<file path="src/rtl/irq_trap_ctrl.sv">
// rtl/irq_trap_ctrl.sv - machine-mode interrupt/trap controller with CSRs, flush and fetch redirect
//
// Ports:
//   clk, rst            clock; synchronous active-high reset
//   ext_irq, timer_irq  level-sensitive interrupt lines
//   ValidM, PCM, MretM  MEM-stage instruction valid flag, its PC, and whether it is mret
//   csr_we/waddr/wdata  CSR write port from writeback
//   csr_raddr/rdata     combinational CSR read port
//   Int_flush           flush every pipeline register this cycle
//   PCRedirectEn/PCRedirect  fetch redirect request and target
//   irq_pending         high while a trap waits for a real instruction in MEM
module irq_trap_ctrl #(
    parameter logic [31:0] RESET_MTVEC = 32'h0000_0000
) (
    input  logic        clk,
    input  logic        rst,
    input  logic        ext_irq,
    input  logic        timer_irq,
    input  logic        ValidM,
    input  logic [31:0] PCM,
    input  logic        MretM,
    input  logic        csr_we,
    input  logic [11:0] csr_waddr,
    input  logic [31:0] csr_wdata,
    input  logic [11:0] csr_raddr,
    output logic [31:0] csr_rdata,
    output logic        Int_flush,
    output logic        PCRedirectEn,
    output logic [31:0] PCRedirect,
    output logic        irq_pending
);

    localparam logic [11:0] ADDR_MSTATUS = 12'h300;
    localparam logic [11:0] ADDR_MIE     = 12'h304;
    localparam logic [11:0] ADDR_MTVEC   = 12'h305;
    localparam logic [11:0] ADDR_MEPC    = 12'h341;
    localparam logic [11:0] ADDR_MCAUSE  = 12'h342;
    localparam logic [11:0] ADDR_MIP     = 12'h344;

    localparam logic [31:0] ALIGN_MASK   = 32'hFFFF_FFFC;
    localparam logic [31:0] CAUSE_EXT    = 32'h8000_000B;
    localparam logic [31:0] CAUSE_TIMER  = 32'h8000_0007;

    typedef enum logic {
        IDLE,
        PENDING
    } state_t;

    state_t      state;
    state_t      state_nxt;

    logic        mstatus_mie;
    logic        mstatus_mpie;
    logic        mie_meie;
    logic        mie_mtie;
    logic [31:0] mtvec;
    logic [31:0] mepc;
    logic [31:0] mcause;

    logic        take;
    logic        trap_fire;
    logic        mret_fire;
    logic [31:0] cause;

    assign take  = mstatus_mie & ((ext_irq & mie_meie) | (timer_irq & mie_mtie));
    // Sampled in the flush cycle; if both lines have dropped by then the
    // trap still happens and is reported as a timer interrupt.
    assign cause = (ext_irq & mie_meie) ? CAUSE_EXT : CAUSE_TIMER;

    assign irq_pending = (state == PENDING);

    always_ff @(posedge clk) begin
        if (rst) begin
            state <= IDLE;
        end else begin
            state <= state_nxt;
        end
    end

    always_comb begin
        state_nxt    = state;
        Int_flush    = 1'b0;
        PCRedirectEn = 1'b0;
        PCRedirect   = 32'h0;
        trap_fire    = 1'b0;
        mret_fire    = 1'b0;
        if (!rst) begin
            case (state)
                IDLE: begin
                    if (take) begin
                        state_nxt = PENDING;
                    end
                    if (MretM && ValidM) begin
                        mret_fire    = 1'b1;
                        Int_flush    = 1'b1;
                        PCRedirectEn = 1'b1;
                        PCRedirect   = mepc;
                    end
                end
                PENDING: begin
                    // Wait for a real instruction so mepc always names one
                    // that will be re-executed after the handler returns.
                    if (ValidM) begin
                        trap_fire    = 1'b1;
                        Int_flush    = 1'b1;
                        PCRedirectEn = 1'b1;
                        PCRedirect   = mtvec;
                        state_nxt    = IDLE;
                    end
                end
                default: state_nxt = IDLE;
            endcase
        end
    end

    always_ff @(posedge clk) begin
        if (rst) begin
            mstatus_mie  <= 1'b0;
            mstatus_mpie <= 1'b0;
            mie_meie     <= 1'b0;
            mie_mtie     <= 1'b0;
            mtvec        <= RESET_MTVEC & ALIGN_MASK;
            mepc         <= 32'h0;
            mcause       <= 32'h0;
        end else begin
            if (csr_we) begin
                case (csr_waddr)
                    ADDR_MSTATUS: begin
                        if (!trap_fire && !mret_fire) begin
                            mstatus_mie  <= csr_wdata[3];
                            mstatus_mpie <= csr_wdata[7];
                        end
                    end
                    ADDR_MIE: begin
                        mie_meie <= csr_wdata[11];
                        mie_mtie <= csr_wdata[7];
                    end
                    ADDR_MTVEC: mtvec <= csr_wdata & ALIGN_MASK;
                    ADDR_MEPC: begin
                        if (!trap_fire) begin
                            mepc <= csr_wdata & ALIGN_MASK;
                        end
                    end
                    ADDR_MCAUSE: begin
                        if (!trap_fire) begin
                            mcause <= csr_wdata;
                        end
                    end
                    default: ;
                endcase
            end
            if (trap_fire) begin
                mepc         <= PCM & ALIGN_MASK;
                mcause       <= cause;
                mstatus_mpie <= mstatus_mie;
                mstatus_mie  <= 1'b0;
            end
            if (mret_fire) begin
                mstatus_mie  <= mstatus_mpie;
                mstatus_mpie <= 1'b1;
            end
        end
    end

    always_comb begin
        csr_rdata = 32'h0;
        case (csr_raddr)
            ADDR_MSTATUS: begin
                csr_rdata[3] = mstatus_mie;
                csr_rdata[7] = mstatus_mpie;
            end
            ADDR_MIE: begin
                csr_rdata[11] = mie_meie;
                csr_rdata[7]  = mie_mtie;
            end
            ADDR_MTVEC:  csr_rdata = mtvec;
            ADDR_MEPC:   csr_rdata = mepc;
            ADDR_MCAUSE: csr_rdata = mcause;
            ADDR_MIP: begin
                csr_rdata[11] = ext_irq;
                csr_rdata[7]  = timer_irq;
            end
            default: csr_rdata = 32'h0;
        endcase
    end

endmodule

</file>
<file path="config.mk">
export PLATFORM = sky130hd
export DESIGN_NAME = irq_trap_ctrl
export DESIGN_NICKNAME = d
export VERILOG_FILES = /design/src/rtl/irq_trap_ctrl.sv
export SDC_FILE = /design/constraint.sdc
export NUM_CORES = 1
export LEC_CHECK = 0
export CAP_MARGIN = 0
export CORE_ASPECT_RATIO = 0.75
export CORE_UTILIZATION = 38
export CTS_BUF_LIST = sky130_fd_sc_hd__clkbuf_8
export CTS_CLUSTER_SIZE = 24
export DETAILED_ROUTE_END_ITERATION = 8
export GPL_ROUTABILITY_DRIVEN = 0
export PLACE_DENSITY_LB_ADDON = 0.3
export SETUP_SLACK_MARGIN = 0.15
export SLEW_MARGIN = 20
export SYNTH_ARGS = -nofsm -noshare
export SYNTH_HDL_FRONTEND = slang
export SYNTH_SLANG_ARGS = --single-unit
</file>
<file path="constraint.sdc">
create_clock -name clk -period 5.5 [get_ports clk]
set_clock_uncertainty 0.2 [all_clocks]
set_input_delay 1.1 -clock clk [delete_from_list [all_inputs] [get_ports clk]]
set_output_delay 1.1 -clock clk [all_outputs]
set_load 0.02 [all_outputs]
</file>
After elaboration in Yosys (flattened, before gate mapping):

Cells that the tools add are included.

* reductions and logical operators: 15
* bitwise logic cells: 5
* muxes and demuxes: 39
* equality and inequality tests: 11

Operator list (number)
* $mux 32: 9
* $eq 12x10->1 const B: 11
* $pmux 32 s2: 1
* $pmux 20 s3: 1
* $pmux 3 s3: 3
* $mux 1: 19
* $reduce_bool 3->1: 3
* $reduce_and 2->1: 4
* $pmux 1 s6: 1
* $reduce_bool 2->1: 3
* $pmux 1 s5: 1
* $mux 4: 1
* $pmux 1 s2: 2
* $pmux 1 s4: 1
* $and 1x1->1: 3
* $reduce_and 3->1: 1
* $logic_and 1x1->1: 2
* $logic_not 1->1: 2
* $not 1->1: 1
* $or 1x1->1: 1

* output and inout bits: 67
* bits in registers: 97
* word-level logic and storage cells: 78
* input port bits: 95

Logic depth before layout (Yosys ltp):

Gate-level depths: netlist of the first run.

* depth after elaboration: 11
* gate-level depth with buffers: 7
* mapped depth without buffers: 4

Least setup slack after synthesis of the first run:

OpenSTA, ideal clock, no wires.

* path type: input to output
* start point: input port csr_raddr[3]
* end point: output port csr_rdata[12]
* stages: 6
* path slack: 1.604 ns
* buffers on the path: 2
* arrival time: 2.596 ns
* data required time: 4.200 ns
* path through: or4_4 > nor4_1 > buf_2 > buf_2 > a222oi_1 > inv_1

* longest elaborated chain between the ends: 2
* elaborated cells between the ends (all ways): 4
* those cells by class: eq/ne: 3; mux: 1

RTL lines
* from (decl): line 25 `input logic [11:0] csr_raddr,`
* $eq 12x10->1: line 167 `case (csr_raddr)`
* $pmux 20 s3 *: line 167
* to (decl): line 26 `output logic [31:0] csr_rdata,`

Mark *: on every way between the ends. The rest lies on a longest branch, timed or not.

Final worst setup path of the first run:

* start point: input port csr_raddr[0]
* end point: output port csr_rdata[15]

Same word-level chain as after synthesis.

==> metrics.txt, run 1 <==
Gate power share 0.093; Placeable Area 12390 sq um; worst vdd ir 0.1647 mV; Yosys cell types 44; Flop pwr share 0.538; Post-synth EDFFs 0; sequential share of the synthesized area 0.3978; Worst R2R Path Depth 4; final setup violation count 0; 1st-iter DRT viols 438; Slew Viols, Final 0; Avg WL per Cell 18.57 um; Required @ worst endpoint 4.20 ns; Initial Utilization 0.3938; worst r2r src irq_pending; Setup WS post-layout 0.3952 ns; commonest register cell after synthesis dfxtp_1; CTS tree built; final count of hold timing violations 0; FF-to-FF setup slack 3.45 ns; Inserted Clock Buffers 9; DPL Wire Length 10.08 mm; Min Clock Period, post-route 5.105 ns; pwr/cell area 194.1 nW/um^2; Vias/cell 5.627; GRT overflow 0; row cnt 35; Area Overhead vs Synth 37.84%; multiplexer share of the synthesized area 0.1400; Post-DRT Antenna Nets 0; Detailed Routing Iterations Pass 1 5; RSZ-0062 raised after global routing no; Seq cells post-synth 97; first-pass GRT wire length 24.86 mm; Ports 162; Peak Freq 195.9 MHz; vias in the first global route 4774; number of max-cap violations 0; Place WS 0.4287 ns; Clock power frac 0.368; Final Core Density 0.5429; Ys Warns 0; Num Clock Sinks 97; critical path arrival 3.80 ns; cts hold-fix bufs 0; # diodes 0; FF-to-FF End mepc[24]; Post-CTS Resized 0; Sum Neg Setup Slack 0 ns; residual DRC count 0; Sw Pwr 0.0003102 W; Max Root-Sink Buffers 2; P_int 0.0009955 W; total wire length 15.82 mm; later-pin clock latency in the skew report 0.36 ns; Synth Area in Simple Gates 0.1697; maximum fanout along the worst path 32; async set-reset flop share out of synthesis 0; Hold Path Class reg2reg; nets 776; Critical Path Sink csr_rdata[15]; Critical Path Source csr_raddr[0]; Slew headroom 0.3572; Synth Area in XOR/XNOR 0; Slew @ Worst Pin 0.9570 ns; fin crit share 0.9282; Worst Setup Start Kind input pin; largest net degree at the start of global routing 75; Synth Area in Adders 0; Syn Area/Cell 8.826 sq um; type of the worst setup path in2out; Cell Area, Synth 4881 sq um; clock tree root driver cell clkbuf_8; status finished clean; Post-Layout Inst Area 6728 sq um; critical path capture point type output port; GRT Util Overall 0.2392; layout cells sized above 1 0.06268; synthesized instance count 553; Net Sw Frac 0.2376; post-CTS setup buffer count 0; initial antenna violation count 0; Die Y 100.2 um; Synth Area in Compound Gates 0.2143; via count 4794; Die W 132.9 um; die area 13310 sq um; Filler Cells Inserted 1114; Static Leak 2.466 nW; Placement Cell Area 6524 sq um; IO buf count 157; clock transition at the registers of the reported paths 0.10 ns; largest family of logic cells by synthesized area compound AO/OA/AOI/OAI gates; H-tree Lvls 3
-- state kept, by name, indices dropped and copies added, names as in the netlist --
register / count
mie_mtie: 1
mepc: 30
mstatus_mpie: 1
mie_meie: 1
mtvec: 30
irq_pending: 1
mstatus_mie: 1
mcause: 32
-- critical path, cell delays in order --
cell	delay (ns)
clkdlybuf4s50_1	0.63
or4bb_1	0.61
nor3_4	0.12
buf_4	0.41
a222oi_1	0.19
inv_1	0.12
clkdlybuf4s50_1	0.61
-- per-stage QoR --
step | instances | total power (W) | hold WS, ns
3_3_place_gp | 836 | 0.0008370 | 0.2494
2_1_floorplan | 554 | 0.0007526 | 0.2439
6_report | 852 | 0.001306 | 0.2728
4_1_cts | 852 | 0.001314 | 0.2757
3_5_place_dp | 836 | 0.0008393 | 0.2616
5_1_grt | 852 | 0.001355 | 0.2952
-- power by group through the flow --
stage	clock network [W]	logic, W	registers (W)
2_1_floorplan	0	0.0000334	0.000719
3_3_place_gp	0	0.000118	0.000719
3_5_place_dp	0	0.000120	0.000719
4_1_cts	0.000491	0.000121	0.000703
5_1_grt	0.000523	0.000128	0.000703
6_report	0.000481	0.000122	0.000703
-- cells in the final DEF (no fill, tap or decap), drive strengths merged, types with 2 or more instances in the layout --
master,instances
a22o,32
clkbuf,10
buf,14
mux2,2
a21oi,38
a222oi,27
a211oi,31
nor2b,2
nand2b,4
inv,28
mux2i,66
conb,2
clkdlybuf4s50,156
nand2,66
nor3b,4
nor3,12
nor4,7
nand3b,3
or4bb,3
nand4bb,2
nor2,54
or4,4
clkinvlp,3
dfxtp,97
and2,2
-- layout make-up --
| type | instances | area (sq um) | share of cell area |
|---|---|---|---|
| inverters | 27 | 101.3 | 0.01506 |
| clock buffers | 10 | 137.6 | 0.02046 |
| flip-flops and latches | 97 | 1942 | 0.2886 |
| well taps | 166 | 207.7 | 0.03087 |
| multi-input cells | 376 | 2609 | 0.3878 |
| clock inverters | 6 | 66.31 | 0.009857 |
| repair buffers | 170 | 1664 | 0.2474 |
-- Yosys cell counts (all sizes together), types with 2 or more instances --
cell type	instances	area [sq um]
dfxtp	97	1942
mux2i	66	660.6
nand2	66	247.7
nor2	54	202.7
a21oi	38	190.2
a22o	32	280.3
a211oi	31	232.7
buf	29	182.7
a222oi	27	270.3
inv	27	101.4
clkbuf	25	93.84
nor3	12	65.06
nor4	7	73.82
nand2b	4	25.02
nor3b	4	30.03
or4	4	33.78
nand3b	3	22.52
or4bb	3	33.78
and2	2	12.51
mux2	2	22.52
nand4bb	2	22.52
nor2b	2	12.51
-- routing by layer --
| layer | vias to the layer above | wire length (um) | GRT usage | part of all wire |
|---|---|---|---|---|
| met4 | 0 | 144 | 0.07604 | 0.0091 |
| met1 | 2265 | 6964 | 0.3166 | 0.44 |
| met2 | 247 | 7152 | 0.3830 | 0.45 |
| li1 | 2268 | - | - | - |
| met3 | 14 | 1559 | 0.05960 | 0.099 |
| met5 | - | 0 | 0 | 0 |
-- how the worst min path moves through the flow --
stage                   start         to  cells after the start
floorplan           mtvec[10]  mtvec[10]                      2
global placement    mtvec[27]  mtvec[27]                      2
detailed placement  mtvec[16]  mtvec[16]                      2
CTS                 mtvec[16]  mtvec[16]                      2
global route        mtvec[16]  mtvec[16]                      2
finish              mtvec[16]  mtvec[16]                      2
-- kinds of logic after synthesis --
kind of cell	after synthesis
simple gates	169
flops	97
buf+inv	81
other cells	1
compound gates	137
mux	68
Note: power is estimated with default switching activity, not from simulation.
==> run 2, diff against run 1 <==
- CTS_BUF_LIST: sky130_fd_sc_hd__clkbuf_8 -> not set
==> run 2 against run 1 <==
Compared with the run above:
- flip-flop and latch count is the same
- utilization grew 0.82 points
- clock-buffer cell count unchanged
- sequential power is essentially flat
- wire length up 0.63%
- first-iteration DRC count increased by 2.1%
- largest cell class unchanged
==> metrics.txt, run 2 (synthesized netlist as in run 1, its figures left out) <==
status finished clean; vias in the first global route 4786; pwr/cell area 215.5 nW/um^2; Initial Utilization 0.3938; Sum Neg Setup Slack 0 ns; FF-to-FF End mepc[24]; largest stage delay on the critical path 0.63 ns; cts hold-fix bufs 0; hold path startpoint mtvec[16]; fin crit share 0.9312; post-CTS setup buffer count 0; clock tree root driver cell clkbuf_16; Detailed Routing Iterations Pass 1 6; Avg WL per Cell 18.68 um; Vias/cell 5.634; Num Clock Sinks 97; GRT overflow 0; register area 1942 sq um; crit-path cells clkdlybuf4s50_1, or4bb_1, nor3_4, buf_4, a222oi_1, inv_1, clkdlybuf4s50_1; DPL Wire Length 10.08 mm; type of the worst setup path in2out; critical path capture point type output port; via count 4800; hold path cells 2; Post-CTS Resized 0; max reg flops 32; Slew headroom 0.3406; area of the multi-input gates 2609 sq um; Hold Path Class reg2reg; Ports 162; Largest regs mcause (32), mepc (30), mtvec (30); cell mode on critical path clkdlybuf4s50_1; layout cells sized above 1 0.06268; maximum fanout along the worst path 32; count of buffer and inverter cells on the critical path 4; Critical-path top delay cell clkdlybuf4s50_1; Worst Setup Start Kind input pin; IO buf count 157; Post-DRT Antenna Nets 0; final count of hold timing violations 0; commonest non-fill, non-tap cell in the layout clkdlybuf4s50_1; Max Root-Sink Buffers 2; Filler Cells Inserted 1108; Setup WS post-layout 0.3786 ns; Static Leak 2.512 nW; Critical Path Stages 7; Die Y 100.2 um; Area Overhead vs Synth 39.91%; Slew Viols, Final 0; # diodes 0; Placeable Area 12390 sq um; 1st-iter DRT viols 447; Inserted Clock Buffers 9; die area 13310 sq um; later-pin clock latency in the skew report 0.35 ns; initial antenna violation count 0; FF-to-FF setup slack 3.46 ns; worst r2r src irq_pending; Biggest register mcause; total wire length 15.92 mm; number of max-cap violations 0; sink of the worst hold path mtvec[16]; largest net degree at the start of global routing 75; CTS tree built; nets 776; final setup violation count 0; clock transition at the registers of the reported paths 0.07 ns; delay-heaviest family, CP buffers and inverters; residual DRC count 0; Die W 132.9 um; GRT Util Overall 0.2401; Required @ worst endpoint 4.20 ns; Place WS 0.4287 ns; Peak Freq 195.3 MHz; worst vdd ir 0.1618 mV; Min Clock Period, post-route 5.121 ns; Slew @ Worst Pin 0.9817 ns; commonest cells after routing, fill and taps aside clkdlybuf4s50_1 (156), dfxtp_1 (97), mux2i_1 (66), nand2_1 (66), nor2_1 (54); RSZ-0062 raised after global routing no; H-tree Lvls 3; critical path arrival 3.82 ns; row cnt 35; first-pass GRT wire length 24.92 mm; Worst R2R Path Depth 4
[run 2: cell counts in the layout (fill, tap and decap cells not counted)]
No cell type changed its count.
[run 2: stage by stage]
stage	hold WS, ns	area (sq um)	std cells	utilization	power [W]
finish	0.2694	6829	852	0.5510	0.001472
global route	0.2902	6829	852	0.5510	0.001516
global placement	0.2494	6521	836	0.5262	0.0008370
floorplan	0.2439	4885	554	-	0.0007526
detailed placement	0.2616	6524	836	0.5264	0.0008393
CTS	0.2715	6829	852	0.5510	0.001482
[run 2: cell type report]
class                           count  share of cell area
Clock buffer                       10             0.03499
Clock inverter                      6            0.009711
Inverter                           27             0.01484
Multi-Input combinational cell    376              0.3820
Sequential cell                    97              0.2844
Tap cell                          166             0.03041
Timing Repair Buffer              170              0.2437
[run 2: power breakdown]
group | total [W] | internal [W] | switching, W
Sequential | 0.000703 | 0.000703 | 0.000000598
Clock | 0.000647 | 0.000366 | 0.000281
Combinational | 0.000122 | 0.0000696 | 0.0000521
Total | 0.00147 | 0.00114 | 0.000334
[run 2: worst max path at each step]
stage	from	endpoint	slack, ns
after global routing	csr_raddr[0]	csr_rdata[15]	0.29
final	csr_raddr[0]	csr_rdata[15]	0.38
after detailed placement	csr_raddr[0]	csr_rdata[15]	0.43
after floorplan	csr_raddr[3]	csr_rdata[12]	1.60
after CTS	csr_raddr[0]	csr_rdata[15]	0.42
after global placement	csr_raddr[0]	csr_rdata[15]	0.49
[run 2: routing by layer]
layer | share of wire | up-vias | track usage
met3 | 0.10 | 14 | 0.05556
li1 | - | 2268 | -
met2 | 0.45 | 241 | 0.3842
met1 | 0.44 | 2277 | 0.3170
met5 | 0 | - | 0
met4 | 0.0089 | 0 | 0.08665
[run 2: tightest hold or removal path, cell delays in order, from the launching register on]
cell	delay, ns
dfxtp_1	0.32
nand2_1	0.05
a21oi_1	0.05
==> run 3, diff against run 2 <==
- GPL_ROUTABILITY_DRIVEN: 0 -> not set
==> results of run 3 <==
Same layout as run 2: the final DEF is identical, and so are final timing and power.
